`src/rtl/ac_sequencer_if.sv`:
```
// Handshake bundle between the AC sequencer and its fetch unit, memory and I/O flag.
// The master side is the sequencer; the slave side is the surrounding system.
interface ac_sequencer_if #(
    parameter int ADDR_W = 12,
    parameter int INPR_W = 8
);
    logic              ir_valid;
    logic [15:0]       ir;
    logic              ir_ready;
    logic              mem_req;
    logic [ADDR_W-1:0] mem_addr;
    logic              mem_ack;
    logic [15:0]       mem_data;
    logic [INPR_W-1:0] inpr;
    logic              fgi;
    logic              fgi_clr;
    logic [15:0]       ac;
    logic              e;
    logic [3:0]        sc;
    logic              busy;
    logic              halt;
    logic              err;

    modport master (
        input  ir_valid, ir, mem_ack, mem_data, inpr, fgi,
        output ir_ready, mem_req, mem_addr, fgi_clr, ac, e, sc, busy, halt, err
    );

    modport slave (
        output ir_valid, ir, mem_ack, mem_data, inpr, fgi,
        input  ir_ready, mem_req, mem_addr, fgi_clr, ac, e, sc, busy, halt, err
    );
endinterface

```
`src/rtl/ac_sequencer.sv`:
```
// Instruction sequencer owning AC and E: accepts one instruction, fetches direct or
// indirect operands over a req/ack port, and executes AC-affecting instructions.
module ac_sequencer #(
    parameter int ADDR_W      = 12,
    parameter int INPR_W      = 8,
    parameter int MEM_TIMEOUT = 15
) (
    input  logic          i_clk,
    input  logic          i_rst_n,
    ac_sequencer_if.master bus
);
    localparam logic [2:0] S_IDLE    = 3'd0;
    localparam logic [2:0] S_DECODE  = 3'd1;
    localparam logic [2:0] S_IND     = 3'd2;
    localparam logic [2:0] S_OPFETCH = 3'd3;
    localparam logic [2:0] S_EXEC    = 3'd4;
    localparam int         WAIT_W    = $clog2(MEM_TIMEOUT + 1);

    logic [2:0]        r_state;
    logic [15:0]       r_ir;
    logic [15:0]       r_dr;
    logic [15:0]       r_ac;
    logic              r_e;
    logic [3:0]        r_sc;
    logic              r_busy;
    logic              r_halt;
    logic              r_err;
    logic              r_ir_ready;
    logic              r_mem_req;
    logic [ADDR_W-1:0] r_mem_addr;
    logic              r_fgi_clr;
    logic [WAIT_W-1:0] r_wait;

    logic [2:0]        w_state_nxt;
    logic [15:0]       w_ir_nxt;
    logic [15:0]       w_dr_nxt;
    logic [15:0]       w_ac_nxt;
    logic              w_e_nxt;
    logic [3:0]        w_sc_nxt;
    logic              w_busy_nxt;
    logic              w_halt_nxt;
    logic              w_err_nxt;
    logic              w_ir_ready_nxt;
    logic              w_mem_req_nxt;
    logic [ADDR_W-1:0] w_mem_addr_nxt;
    logic              w_fgi_clr_nxt;
    logic [WAIT_W-1:0] w_wait_nxt;
    logic              w_done;
    logic [3:0]        w_sc_inc;
    logic [2:0]        w_op;

    assign w_sc_inc = (r_sc == 4'hF) ? r_sc : r_sc + 4'd1;
    assign w_op     = r_ir[14:12];

    always_comb begin
        w_state_nxt    = r_state;
        w_ir_nxt       = r_ir;
        w_dr_nxt       = r_dr;
        w_ac_nxt       = r_ac;
        w_e_nxt        = r_e;
        w_sc_nxt       = r_sc;
        w_busy_nxt     = r_busy;
        w_halt_nxt     = r_halt;
        w_err_nxt      = r_err;
        w_ir_ready_nxt = r_ir_ready;
        w_mem_req_nxt  = r_mem_req;
        w_mem_addr_nxt = r_mem_addr;
        w_fgi_clr_nxt  = 1'b0;
        w_wait_nxt     = r_wait;
        w_done         = 1'b0;

        case (r_state)
            S_IDLE: begin
                if (bus.ir_valid && r_ir_ready) begin
                    w_ir_nxt       = bus.ir;
                    w_sc_nxt       = 4'd1;
                    w_busy_nxt     = 1'b1;
                    w_ir_ready_nxt = 1'b0;
                    w_state_nxt    = S_DECODE;
                end
            end

            S_DECODE: begin
                w_sc_nxt = w_sc_inc;
                if (w_op <= 3'd2) begin
                    w_mem_addr_nxt = r_ir[ADDR_W-1:0];
                    w_mem_req_nxt  = 1'b1;
                    w_wait_nxt     = '0;
                    w_state_nxt    = r_ir[15] ? S_IND : S_OPFETCH;
                end else if (w_op == 3'd7) begin
                    w_state_nxt = S_EXEC;
                end else begin
                    w_done = 1'b1;
                end
            end

            S_IND, S_OPFETCH: begin
                w_sc_nxt = w_sc_inc;
                if (bus.mem_ack) begin
                    w_wait_nxt = '0;
                    if (r_state == S_IND) begin
                        // Pointer word becomes the operand address; request stays up.
                        w_mem_addr_nxt = bus.mem_data[ADDR_W-1:0];
                        w_state_nxt    = S_OPFETCH;
                    end else begin
                        w_dr_nxt      = bus.mem_data;
                        w_mem_req_nxt = 1'b0;
                        w_state_nxt   = S_EXEC;
                    end
                end else if (r_wait == WAIT_W'(MEM_TIMEOUT - 1)) begin
                    w_mem_req_nxt = 1'b0;
                    w_err_nxt     = 1'b1;
                    w_done        = 1'b1;
                end else begin
                    w_wait_nxt = r_wait + 1'b1;
                end
            end

            S_EXEC: begin
                w_done = 1'b1;
                if (w_op == 3'd7) begin
                    if (!r_ir[15]) begin
                        // Register-reference: only the highest-priority set B bit acts.
                        if (r_ir[11])      w_ac_nxt = 16'h0000;
                        else if (r_ir[10]) w_e_nxt  = 1'b0;
                        else if (r_ir[9])  w_ac_nxt = ~r_ac;
                        else if (r_ir[8])  w_e_nxt  = ~r_e;
                        else if (r_ir[7]) begin
                            w_ac_nxt = {r_e, r_ac[15:1]};
                            w_e_nxt  = r_ac[0];
                        end else if (r_ir[6]) begin
                            w_ac_nxt = {r_ac[14:0], r_e};
                            w_e_nxt  = r_ac[15];
                        end else if (r_ir[5]) w_ac_nxt   = r_ac + 16'd1;
                        else if (r_ir[0])     w_halt_nxt = 1'b1;
                    end else if (r_ir[11] && bus.fgi) begin
                        w_ac_nxt[INPR_W-1:0] = bus.inpr;
                        w_fgi_clr_nxt        = 1'b1;
                    end
                end else begin
                    case (w_op)
                        3'd0:    w_ac_nxt = r_ac & r_dr;
                        3'd1:    {w_e_nxt, w_ac_nxt} = {1'b0, r_ac} + {1'b0, r_dr};
                        default: w_ac_nxt = r_dr;
                    endcase
                end
            end

            default: w_state_nxt = S_IDLE;
        endcase

        if (w_done) begin
            w_state_nxt    = S_IDLE;
            w_sc_nxt       = 4'd0;
            w_busy_nxt     = 1'b0;
            w_ir_ready_nxt = !(w_halt_nxt || w_err_nxt);
        end
    end

    always_ff @(posedge i_clk or negedge i_rst_n) begin
        if (!i_rst_n) begin
            r_state    <= S_IDLE;
            r_ir       <= '0;
            r_dr       <= '0;
            r_ac       <= '0;
            r_e        <= 1'b0;
            r_sc       <= '0;
            r_busy     <= 1'b0;
            r_halt     <= 1'b0;
            r_err      <= 1'b0;
            r_ir_ready <= 1'b1;
            r_mem_req  <= 1'b0;
            r_mem_addr <= '0;
            r_fgi_clr  <= 1'b0;
            r_wait     <= '0;
        end else begin
            r_state    <= w_state_nxt;
            r_ir       <= w_ir_nxt;
            r_dr       <= w_dr_nxt;
            r_ac       <= w_ac_nxt;
            r_e        <= w_e_nxt;
            r_sc       <= w_sc_nxt;
            r_busy     <= w_busy_nxt;
            r_halt     <= w_halt_nxt;
            r_err      <= w_err_nxt;
            r_ir_ready <= w_ir_ready_nxt;
            r_mem_req  <= w_mem_req_nxt;
            r_mem_addr <= w_mem_addr_nxt;
            r_fgi_clr  <= w_fgi_clr_nxt;
            r_wait     <= w_wait_nxt;
        end
    end

    assign bus.ir_ready = r_ir_ready;
    assign bus.mem_req  = r_mem_req;
    assign bus.mem_addr = r_mem_addr;
    assign bus.fgi_clr  = r_fgi_clr;
    assign bus.ac       = r_ac;
    assign bus.e        = r_e;
    assign bus.sc       = r_sc;
    assign bus.busy     = r_busy;
    assign bus.halt     = r_halt;
    assign bus.err      = r_err;
endmodule
```
`src/flat_wrapper.sv`:
```
// flat-port wrapper written by rule: the top's interface ports become plain ports
module ac_sequencer_flat 
#(
    parameter int ADDR_W      = 12,
    parameter int INPR_W      = 8,
    parameter int MEM_TIMEOUT = 15
)
  (i_clk, i_rst_n, bus_ir_valid, bus_ir, bus_mem_ack, bus_mem_data, bus_inpr, bus_fgi, bus_ir_ready, bus_mem_req, bus_mem_addr, bus_fgi_clr, bus_ac, bus_e, bus_sc, bus_busy, bus_halt, bus_err);
  ac_sequencer_if #(.ADDR_W(ADDR_W), .INPR_W(INPR_W)) bus_i ();
  input  logic i_clk;
  input  logic i_rst_n;
  input wire logic [$bits(bus_i.ir_valid)-1:0] bus_ir_valid;
  input wire logic [$bits(bus_i.ir)-1:0] bus_ir;
  input wire logic [$bits(bus_i.mem_ack)-1:0] bus_mem_ack;
  input wire logic [$bits(bus_i.mem_data)-1:0] bus_mem_data;
  input wire logic [$bits(bus_i.inpr)-1:0] bus_inpr;
  input wire logic [$bits(bus_i.fgi)-1:0] bus_fgi;
  output wire logic [$bits(bus_i.ir_ready)-1:0] bus_ir_ready;
  output wire logic [$bits(bus_i.mem_req)-1:0] bus_mem_req;
  output wire logic [$bits(bus_i.mem_addr)-1:0] bus_mem_addr;
  output wire logic [$bits(bus_i.fgi_clr)-1:0] bus_fgi_clr;
  output wire logic [$bits(bus_i.ac)-1:0] bus_ac;
  output wire logic [$bits(bus_i.e)-1:0] bus_e;
  output wire logic [$bits(bus_i.sc)-1:0] bus_sc;
  output wire logic [$bits(bus_i.busy)-1:0] bus_busy;
  output wire logic [$bits(bus_i.halt)-1:0] bus_halt;
  output wire logic [$bits(bus_i.err)-1:0] bus_err;
  assign bus_i.ir_valid = bus_ir_valid;
  assign bus_i.ir = bus_ir;
  assign bus_i.mem_ack = bus_mem_ack;
  assign bus_i.mem_data = bus_mem_data;
  assign bus_i.inpr = bus_inpr;
  assign bus_i.fgi = bus_fgi;
  assign bus_ir_ready = bus_i.ir_ready;
  assign bus_mem_req = bus_i.mem_req;
  assign bus_mem_addr = bus_i.mem_addr;
  assign bus_fgi_clr = bus_i.fgi_clr;
  assign bus_ac = bus_i.ac;
  assign bus_e = bus_i.e;
  assign bus_sc = bus_i.sc;
  assign bus_busy = bus_i.busy;
  assign bus_halt = bus_i.halt;
  assign bus_err = bus_i.err;
  ac_sequencer #(.ADDR_W(ADDR_W), .INPR_W(INPR_W), .MEM_TIMEOUT(MEM_TIMEOUT)) u_core (.i_clk(i_clk), .i_rst_n(i_rst_n), .bus(bus_i));
endmodule
```
`config.mk`:
```
export PLATFORM = sky130hd
export DESIGN_NAME = ac_sequencer_flat
export DESIGN_NICKNAME = d
export VERILOG_FILES = /design/src/rtl/ac_sequencer_if.sv /design/src/rtl/ac_sequencer.sv /design/src/flat_wrapper.sv
export SDC_FILE = /design/constraint.sdc
export NUM_CORES = 1
export LEC_CHECK = 0
export ABC_AREA = 1
export ABC_CLOCK_PERIOD_IN_PS = 2400
export CAP_MARGIN = 20
export CORE_MARGIN = 3
export CORE_UTILIZATION = 40
export DETAILED_ROUTE_END_ITERATION = 7
export GPL_TIMING_DRIVEN = 0
export PLACE_DENSITY = 0.74
export SLEW_MARGIN = 40
export SYNTH_ARGS = -nofsm -noshare
export SYNTH_HDL_FRONTEND = slang
export SYNTH_SLANG_ARGS = --single-unit
```
`constraint.sdc`:
```
create_clock -name i_clk -period 2.4 [get_ports i_clk]
set_input_delay 0.48 -clock i_clk [delete_from_list [all_inputs] [get_ports i_clk]]
set_output_delay 0.48 -clock i_clk [all_outputs]
set_load 0.005 [all_outputs]
```
==> results_dict.tcl, run 1 <==
set metrics [dict create \
    first_global_vias 5472 \
    synth_commonest_cells "nand2_1, inv_1, a21oi_1" \
    hold_path_class "in -> async" \
    setup_viol 0 \
    dr.pass1.iters 5 \
    syn_inst 807 \
    num-nets-final 968 \
    status "complete, no violations" \
    avgSynthCellArea_um2 6.93 \
    drc 0 \
    swShare_pct 49.7 \
    postRouteAntennaNets 0 \
    num_io_pins 84 \
    instances_no_fill 1083 \
    fmax_ghz 0.466 \
    yosysMostFrequentCell "nand2_1" \
    cts_buffer_depth 2 \
    grtUsageMet2_pct 35.8 \
    ctsHtreeMaxLevel 3 \
    synth_flop_cell "dfrtp_1" \
    start_util_pct 41.6 \
    worstSetupPathType "reg -> reg" \
    critPathCaptureType "flop" \
    synth_area_leader_cell "dfrtp_1" \
    ys_warn_count 0 \
    leakage_nw 3.26 \
    grt_setup_unrepaired "no" \
    cp_common_cell "nand2_1" \
    drive_above_1_share_pct 8.05 \
    grt_max_degree 47 \
    ys_types 47 \
    period_share_pct 89.4 \
    antenna_cells 0 \
    synth_edf_count 0 \
    wire_per_inst_um 15.6 \
    crit_chain "ha_1 -> fa_1 -> nand3_1 -> nand3_1 -> nand3_1 -> nand4_1 -> nand3_1 -> nand2_1 -> nand2_1 -> nand2_1 -> nand2_1 -> nand2_1" \
    core_um2 13500 \
    p_int_mw 5.38 \
    grt_usage_pct 22.3 \
    synth.area.top_cells "dfrtp_1, nand2_1, a21oi_1, inv_1, nor2_1" \
    p_seq_share_pct 24.9 \
    max_stage_delay_ns 0.46 \
    fin_area_um2 6950 \
    port_buffers 83 \
    hold_violations 0 \
    use_met1_pct 30.2 \
    worst_slew_pin_slew_ns 0.616 \
    hpwlAfterDp_um 13100 \
    startpoint_type "flop" \
    fin_setup_tns_ns 0 \
    fin_crit_ns 2.15 \
    vdd_ir_drop_max_v 0.000764 \
    fin_util_pct 51.6 \
    worstSkewPairLatency_ns 0.35 \
    gp_congestion 1.01 \
    antenna_found_initial 0 \
    p_switching_mw 5.32 \
    syn-num-nets 873 \
    std_cell_rows 42 \
    synth_top_area_share_pct 34.5 \
    drtIter0Drc 500 \
    async_reset_ff_share_pct 100 \
    ys_seq_area_share_pct 34.9 \
    dieArea_um2 15400 \
    power_density_nw_per_um2 1540 \
    syn-cell-area_um2 5590 \
    cts_hold_buf 0 \
    crit_slowest_cell "dfrtp_2" \
    slew_violations 0 \
    cts_root_buf "clkbuf_16" \
    clock_skew_ns 0.00581 \
    dp.cells 1067 \
    route.vias.total 5816 \
    vias_per_cell 5.37 \
    ys_ff_latch 78 \
    place_area_um2 6660 \
    die_y_um 124 \
    cp_max_fo 7 \
    cts_tree "done" \
    areaGrowthSynthToFinish_pct 24.3 \
    crit_required_ns 2.64 \
    clkPwrFrac_pct 12.3 \
    grt_busiest_layer "met2" \
    cts_buffers 9 \
    wl_um 16900 \
    die-width_um 124 \
    critPathArrivalTime_ns 2.39 \
    gr-total-overflow 0 \
    timing.slew.headroom_pct 58.9 \
    cts.sinks 78 \
    grt_pass1_wl_um 28200 \
    p_comb_share_pct 62.8 \
    clkTransAtPathRegs_ns 0.06 \
    use_met3_pct 4.94 \
    drv_cap 0 \
]
==> power by group through the flow <==
stage | logic [mW] | registers (mW) | clock network, mW
2_1_floorplan | 4.71 | 2.44 | 0
3_3_place_gp | 6.52 | 2.67 | 0
3_5_place_dp | 6.62 | 2.68 | 0
4_1_cts | 6.66 | 2.66 | 1.34
5_1_grt | 7.58 | 2.74 | 1.40
6_report | 6.72 | 2.66 | 1.32
==> layer usage <==
layer	share of wire [%]	wire length (um)
met5	0	0
met4	2.7	453
met3	8.0	1350
met2	46	7870
met1	43	7270
==> cells in the final DEF, fill, tap and decap left out, types with 3 or more instances in the layout <==
cell type and count:
nand3b_1 4, o211ai_1 5, nor2_1 81, clkbuf_16 9, mux2_2 17, xnor2_1 8, ha_1 20, o21ai_1 6
nand3_2 3, o22ai_1 13, inv_1 88, o21ai_0 28, nand4_1 5, nor2_2 7, a21oi_1 86, nand2_1 217
nand3_1 56, a31oi_1 12, xor2_1 3, o21bai_1 3, inv_2 5, clkbuf_1 16, dfrtp_1 76, nor3_1 7
clkdlybuf4s50_1 82, buf_2 11, a41oi_1 3
==> flip-flops by register name, indices dropped and copies added (netlist names), 3 cells and up <==
| register | flops |
|---|---|
| u_core.bus.ac | 16 |
| u_core.bus.mem_addr | 12 |
| u_core.bus.sc | 4 |
| u_core.r_dr | 16 |
| u_core.r_ir | 16 |
| u_core.r_state | 3 |
| u_core.r_wait | 4 |
==> cell type report <==
cell class                 count  area, um^2
sequential                    78        1950
tap                          176         220
clock inverter                 7        57.6
multi-input combinational    605        3150
buffer                        29         134
inverter                      95         357
timing repair buffer          84         852
fill                        1357        6510
clock buffer                   9         225
==> cells by family (layout without fill, tap and decap cells) <==
family	after synthesis	after routing	share of synthesized area [%]
mux	18	18	3.63
compound gates	170	170	17.4
fa+ha+maj	21	21	4.83
flops	78	78	34.9
buf+inv	124	224	8.77
xor+xnor	11	11	1.72
simple gates	385	385	28.7
==> per-stage QoR <==
| stage | power (mW) | setup WS [ns] | hold WS, ns |
|---|---|---|---|
| detailed placement | 9.30 | 0.274 | 0.450 |
| finish | 10.7 | 0.254 | 0.0634 |
| global route | 11.7 | 0.0303 | 0.102 |
| floorplan | 7.15 | 0.477 | 0.184 |
| CTS | 10.7 | 0.256 | 0.0807 |
| global placement | 9.19 | -2.06 | 0.480 |
==> repair_timing <==
action	in CTS	in global routing
endpoints found under the setup margin	0	1
setup buffers	0	0
resized for setup	0	1
endpoints found under the hold margin	0	0
==> worst paths after layout <==
kind | slack (ns) | cells past startpoint | from | to
setup / recovery | 0.25 | 12 | u_core.bus.ac[0] | u_core.bus.ac[12]
hold / removal | 0.06 | 1 | i_rst_n | u_core.bus.ac[6]
setup reg to reg | 0.25 | 12 | u_core.bus.ac[0] | u_core.bus.ac[12]
hold reg to reg | 0.51 | 2 | u_core.bus.err | u_core.bus.err
max in group asynchronous | 1.73 | 2 | i_rst_n | u_core.bus.ir_ready
min in group i_clk | 0.51 | 2 | u_core.bus.err | u_core.bus.err
==> worst max-delay path, delay by kind of cell (launching register included) <==
family,cells,cell delay [ns]
flops,1,0.46
fa+ha+maj,2,0.72
simple gates,10,0.86
Note: power is estimated with default switching activity, not from simulation.
==> run 2, diff against run 1 <==
CORE_UTILIZATION = 45   (was 40)
PLACE_DENSITY = 0.8   (was 0.74)
==> results_dict.tcl, run 2 (synthesized netlist as in run 1, its figures left out) <==
set metrics [dict create \
    status "complete, no violations" \
    cts.sinks 78 \
    multi_input_area_um2 3150 \
    drv_cap 0 \
    max_stage_delay_ns 0.47 \
    crit_required_ns 2.63 \
    die-width_um 117 \
    drive_above_1_share_pct 7.82 \
    ctsHtreeMaxLevel 3 \
    worst_slack_ns 0.163 \
    fin_crit_ns 2.24 \
    worstSetupPathType "reg -> reg" \
    p_comb_share_pct 61.8 \
    critPathArrivalTime_ns 2.47 \
    num-nets-final 969 \
    antenna_found_initial 0 \
    cp_common_cell "nand2_1" \
    drtIter0Drc 535 \
    crit_slowest_cell "dfrtp_1" \
    layout_common_cells "nand2_1, inv_1, a21oi_1, clkdlybuf4s50_1, nor2_1" \
    place_area_um2 6660 \
    power_density_nw_per_um2 1570 \
    swShare_pct 49.0 \
    wire_per_inst_um 16.0 \
    clkTransAtPathRegs_ns 0.07 \
    r2r_end "u_core.bus.ac[8]" \
    dp_slack_ns 0.190 \
    grt_usage_pct 24.9 \
    std_cell_rows 40 \
    fin_area_um2 6990 \
    antenna_cells 0 \
    crit_chain "ha_1 -> fa_1 -> nand3_1 -> nand3_1 -> nand2_1 -> nand2_1 -> xnor2_1 -> nand2_1 -> a21oi_1 -> a21oi_1" \
    cts_buffer_depth 2 \
    p_seq_share_pct 24.4 \
    dr.pass1.iters 5 \
    p_int_mw 5.58 \
    timing.slew.headroom_pct 58.3 \
    worstSkewPairLatency_ns 0.35 \
    port_buffers 83 \
    fmax_ghz 0.447 \
    gp_congestion 0.958 \
    hpwlAfterDp_um 13100 \
    cts_resized 0 \
    n_fill_cell 1132 \
    grt_pass1_wl_um 27800 \
    seq_area_um2 1950 \
    layout_commonest_cell "nand2_1" \
    grt_max_degree 56 \
    clock_skew_ns 0.00891 \
    cts_buffers 9 \
    gr-total-overflow 0 \
    route.vias.total 5842 \
    hold_violations 0 \
    slew_violations 0 \
    hold_ws_ns 0.490 \
    cts_tree "done" \
    period_share_pct 93.2 \
    startpoint_type "flop" \
    worst_r2r_path_depth 10 \
    vdd_ir_drop_max_v 0.000743 \
    r2r_slack_ns 0.16 \
    wl_um 17200 \
    postRouteAntennaNets 0 \
    drc 0 \
    p_total_mw 10.9 \
    dieArea_um2 13800 \
    vias_per_cell 5.43 \
    leakage_nw 3.28 \
    die_y_um 117 \
    cts_root_buf "clkbuf_16" \
    fin_util_pct 58.0 \
    cp-startpoint "u_core.bus.ac[0]" \
    critPathCaptureType "flop" \
    clkPwrFrac_pct 13.8 \
    setup_viol 0 \
    start_util_pct 46.3 \
    grt_setup_unrepaired "no" \
    worst_slew_pin_slew_ns 0.626 \
    cp_max_fo 7 \
    postCtsSetupRepairBufs 0 \
    cts_hold_buf 1 \
    p_switching_mw 5.36 \
    endpoint "u_core.bus.ac[8]" \
    core_um2 12100 \
    areaGrowthSynthToFinish_pct 25.1 \
    r2r_start "u_core.bus.ac[0]" \
    num_io_pins 84 \
    hold_path_class "reg -> reg" \
    first_global_vias 5590 \
]
[run 2: power groups by stage]
| stage | Clock (mW) | Sequential (mW) | Combinational, mW |
|---|---|---|---|
| 6_report | 1.51 | 2.67 | 6.77 |
| 5_1_grt | 1.59 | 2.73 | 7.58 |
| 4_1_cts | 1.53 | 2.65 | 6.71 |
| 3_5_place_dp | 0 | 2.67 | 6.66 |
| 3_3_place_gp | 0 | 2.66 | 6.57 |
| 2_1_floorplan | 0 | 2.44 | 4.71 |
[run 2: how the worst min path moves through the flow]
stage	start	slack, ns	endpoint	cells past startpoint
floorplan	i_rst_n	0.18	u_core.bus.ac[0]	0
global placement	u_core.bus.halt	0.48	u_core.bus.halt	1
detailed placement	i_rst_n	0.36	u_core.bus.ac[5]	1
CTS	u_core.bus.halt	0.50	u_core.bus.halt	1
global route	u_core.bus.halt	0.50	u_core.bus.halt	1
finish	u_core.bus.halt	0.49	u_core.bus.halt	1
[run 2: through the flow]
| step | setup TNS, ns | std cells |
|---|---|---|
| 6_report | 0 | 1076 |
| 5_1_grt | 0 | 1076 |
| 4_1_cts | 0 | 1076 |
| 3_5_place_dp | 0 | 1059 |
| 3_3_place_gp | -157.80 | 1058 |
| 2_1_floorplan | 0 | 807 |
[run 2: routing by layer]
layer	wire [um]	share of wire (%)	GRT usage, %	vias to the layer above
met5	0	0	0	-
met4	323	1.9	7.03	0
met3	1160	6.7	5.72	24
met2	8310	48	42.1	208
met1	7420	43	32.1	2742
li1	-	-	-	2868
[run 2: layout make-up]
cell class | instances | share of cell area, %
inverters | 95 | 5.10
well taps | 168 | 3.01
clock buffers | 10 | 3.27
flip-flops and latches | 78 | 27.9
plain buffers | 29 | 1.91
repair buffers | 85 | 12.4
multi-input cells | 605 | 45.0
clock inverters | 6 | 1.32
[run 2: critical path: cells and delay by family, from the launching register on]
kind / cells / cell delay, ns
xor gates and xnor gates: 1 / 0.17
AOI/OAI and AO/OA: 2 / 0.20
DFF: 1 / 0.47
adders and majority gates: 2 / 0.76
and+or+nand+nor: 5 / 0.51
==> run 3, diff against run 2 <==
ABC_CLOCK_PERIOD_IN_PS = 2700   (was 2400)
clock period = 2.7 ns   (was 2.4 ns; I/O delays follow)
==> results_dict.tcl, run 3 (synthesized netlist as in run 1, its figures left out) <==
set metrics [dict create \
    antenna_cells 0 \
    hold_path_class "in -> async" \
    std_cell_rows 40 \
    num_io_pins 84 \
    drc 0 \
    cts_tree "done" \
    max_stage_delay_ns 0.47 \
    grtUsageMet2_pct 42.1 \
    use_met3_pct 5.67 \
    start_util_pct 46.3 \
    postCtsSetupRepairBufs 0 \
    drive_above_1_share_pct 7.83 \
    n_fill_cell 1133 \
    cts_hold_buf 0 \
    clkTransAtPathRegs_ns 0.07 \
    drv_cap 0 \
    cts_buffer_depth 2 \
    cp_max_fo 7 \
    leakage_nw 3.28 \
    clock_skew_ns 0.00936 \
    hold_violations 0 \
    crit_slowest_cell "dfrtp_1" \
    fin_crit_ns 2.26 \
    num-nets-final 968 \
    wire_per_inst_um 16.0 \
    fmax_ghz 0.443 \
    wl_um 17200 \
    drtIter0Drc 589 \
    hpwlAfterDp_um 13100 \
    cts_root_buf "clkbuf_16" \
    layout_commonest_cell "nand2_1" \
    instances_no_fill 1075 \
    timing.slew.headroom_pct 59.5 \
    worstSkewPairLatency_ns 0.35 \
    ctsHtreeMaxLevel 3 \
    postRouteAntennaNets 0 \
    cts_buffers 9 \
    worstSetupPathType "reg -> reg" \
    dr.pass1.iters 7 \
    areaGrowthSynthToFinish_pct 24.9 \
    cp_common_cell "nand2_1" \
    port_buffers 83 \
    gp_congestion 0.958 \
    grt_max_degree 56 \
    antenna_found_initial 0 \
    first_global_vias 5586 \
    startpoint_type "flop" \
    crit_required_ns 2.93 \
    grt_setup_unrepaired "no" \
    crit_chain "ha_1 -> fa_1 -> nand3_1 -> nand3_1 -> nand2_1 -> nand2_1 -> nand3b_1 -> o2111ai_1 -> nand2_1 -> a22oi_1" \
    die-width_um 117 \
    slew_violations 0 \
    grt_pass1_wl_um 27800 \
    dp.cells 1059 \
    fin_util_pct 57.9 \
    route.vias.total 5867 \
    cts.sinks 78 \
    power_density_nw_per_um2 1400 \
    use_met1_pct 32.1 \
    vias_per_cell 5.46 \
    status "complete, no violations" \
    core_um2 12100 \
    fin_setup_tns_ns 0 \
    cts_resized 0 \
    critPathCaptureType "flop" \
    layout_common_cells "nand2_1, inv_1, a21oi_1, clkdlybuf4s50_1, nor2_1" \
    gr-total-overflow 0 \
    grt_busiest_layer "met2" \
    period_share_pct 83.5 \
    die_y_um 117 \
    setup_viol 0 \
    dieArea_um2 13800 \
    grt_usage_pct 24.9 \
    vdd_ir_drop_max_v 0.000659 \
    critPathArrivalTime_ns 2.49 \
    worst_slew_pin_slew_ns 0.607 \
]
run 3: per-layer routing:
| layer | vias up | share of wire (%) |
|---|---|---|
| met5 | - | 0 |
| met2 | 229 | 48 |
| met4 | 0 | 1.9 |
| met1 | 2741 | 43 |
| met3 | 28 | 6.6 |
| li1 | 2869 | - |
run 3: path summary, 6_finish.rpt:
path	startpoint	to	slack, ns	depth (start not counted)
hold reg to reg	u_core.bus.halt	u_core.bus.halt	0.49	1
max in group asynchronous	i_rst_n	u_core.r_dr[7]	2.10	2
min in group i_clk	u_core.bus.halt	u_core.bus.halt	0.49	1
setup reg to reg	u_core.bus.ac[0]	u_core.bus.e	0.44	10
setup / recovery	u_core.bus.ac[0]	u_core.bus.e	0.44	10
hold / removal	i_rst_n	u_core.bus.ac[3]	0.04	1
run 3: cell type report:
type / instances / area [um^2] / area share, %
Buffer: 29 / 134 / 1.92
Clock buffer: 10 / 229 / 3.28
Clock inverter: 6 / 92.6 / 1.33
Inverter: 95 / 357 / 5.11
Multi-Input combinational cell: 605 / 3150 / 45.1
Sequential cell: 78 / 1950 / 28.0
Tap cell: 168 / 210 / 3.01
Timing Repair Buffer: 84 / 860 / 12.3
run 3: through the flow:
stage                     total power, mW  setup WS [ns]  hold slack (ns)  area [um^2]
after floorplan                      6.35          0.777            0.244         5590
after global placement               8.20          -1.80            0.481         6630
after detailed placement             8.29          0.490            0.420         6660
after CTS                            9.68          0.469           0.0386         6980
after global routing                 10.6          0.334           0.0445         6980
final                                9.74          0.444           0.0400         6980
run 3: worst max-delay path, delay by kind of cell (launching register included):
kind                     cells  cell delay, ns
AO/OA/AOI/OAI                2            0.24
adder cells (fa/ha/maj)      2            0.75
flip-flops                   1            0.47
AND/OR/NAND/NOR              6            0.68
run 3: power breakdown:
part           switching (mW)  internal (mW)  leakage, nW
Clock                   0.521          0.817        0.150
Sequential              0.655           1.72        0.916
Combinational            3.60           2.43         2.21
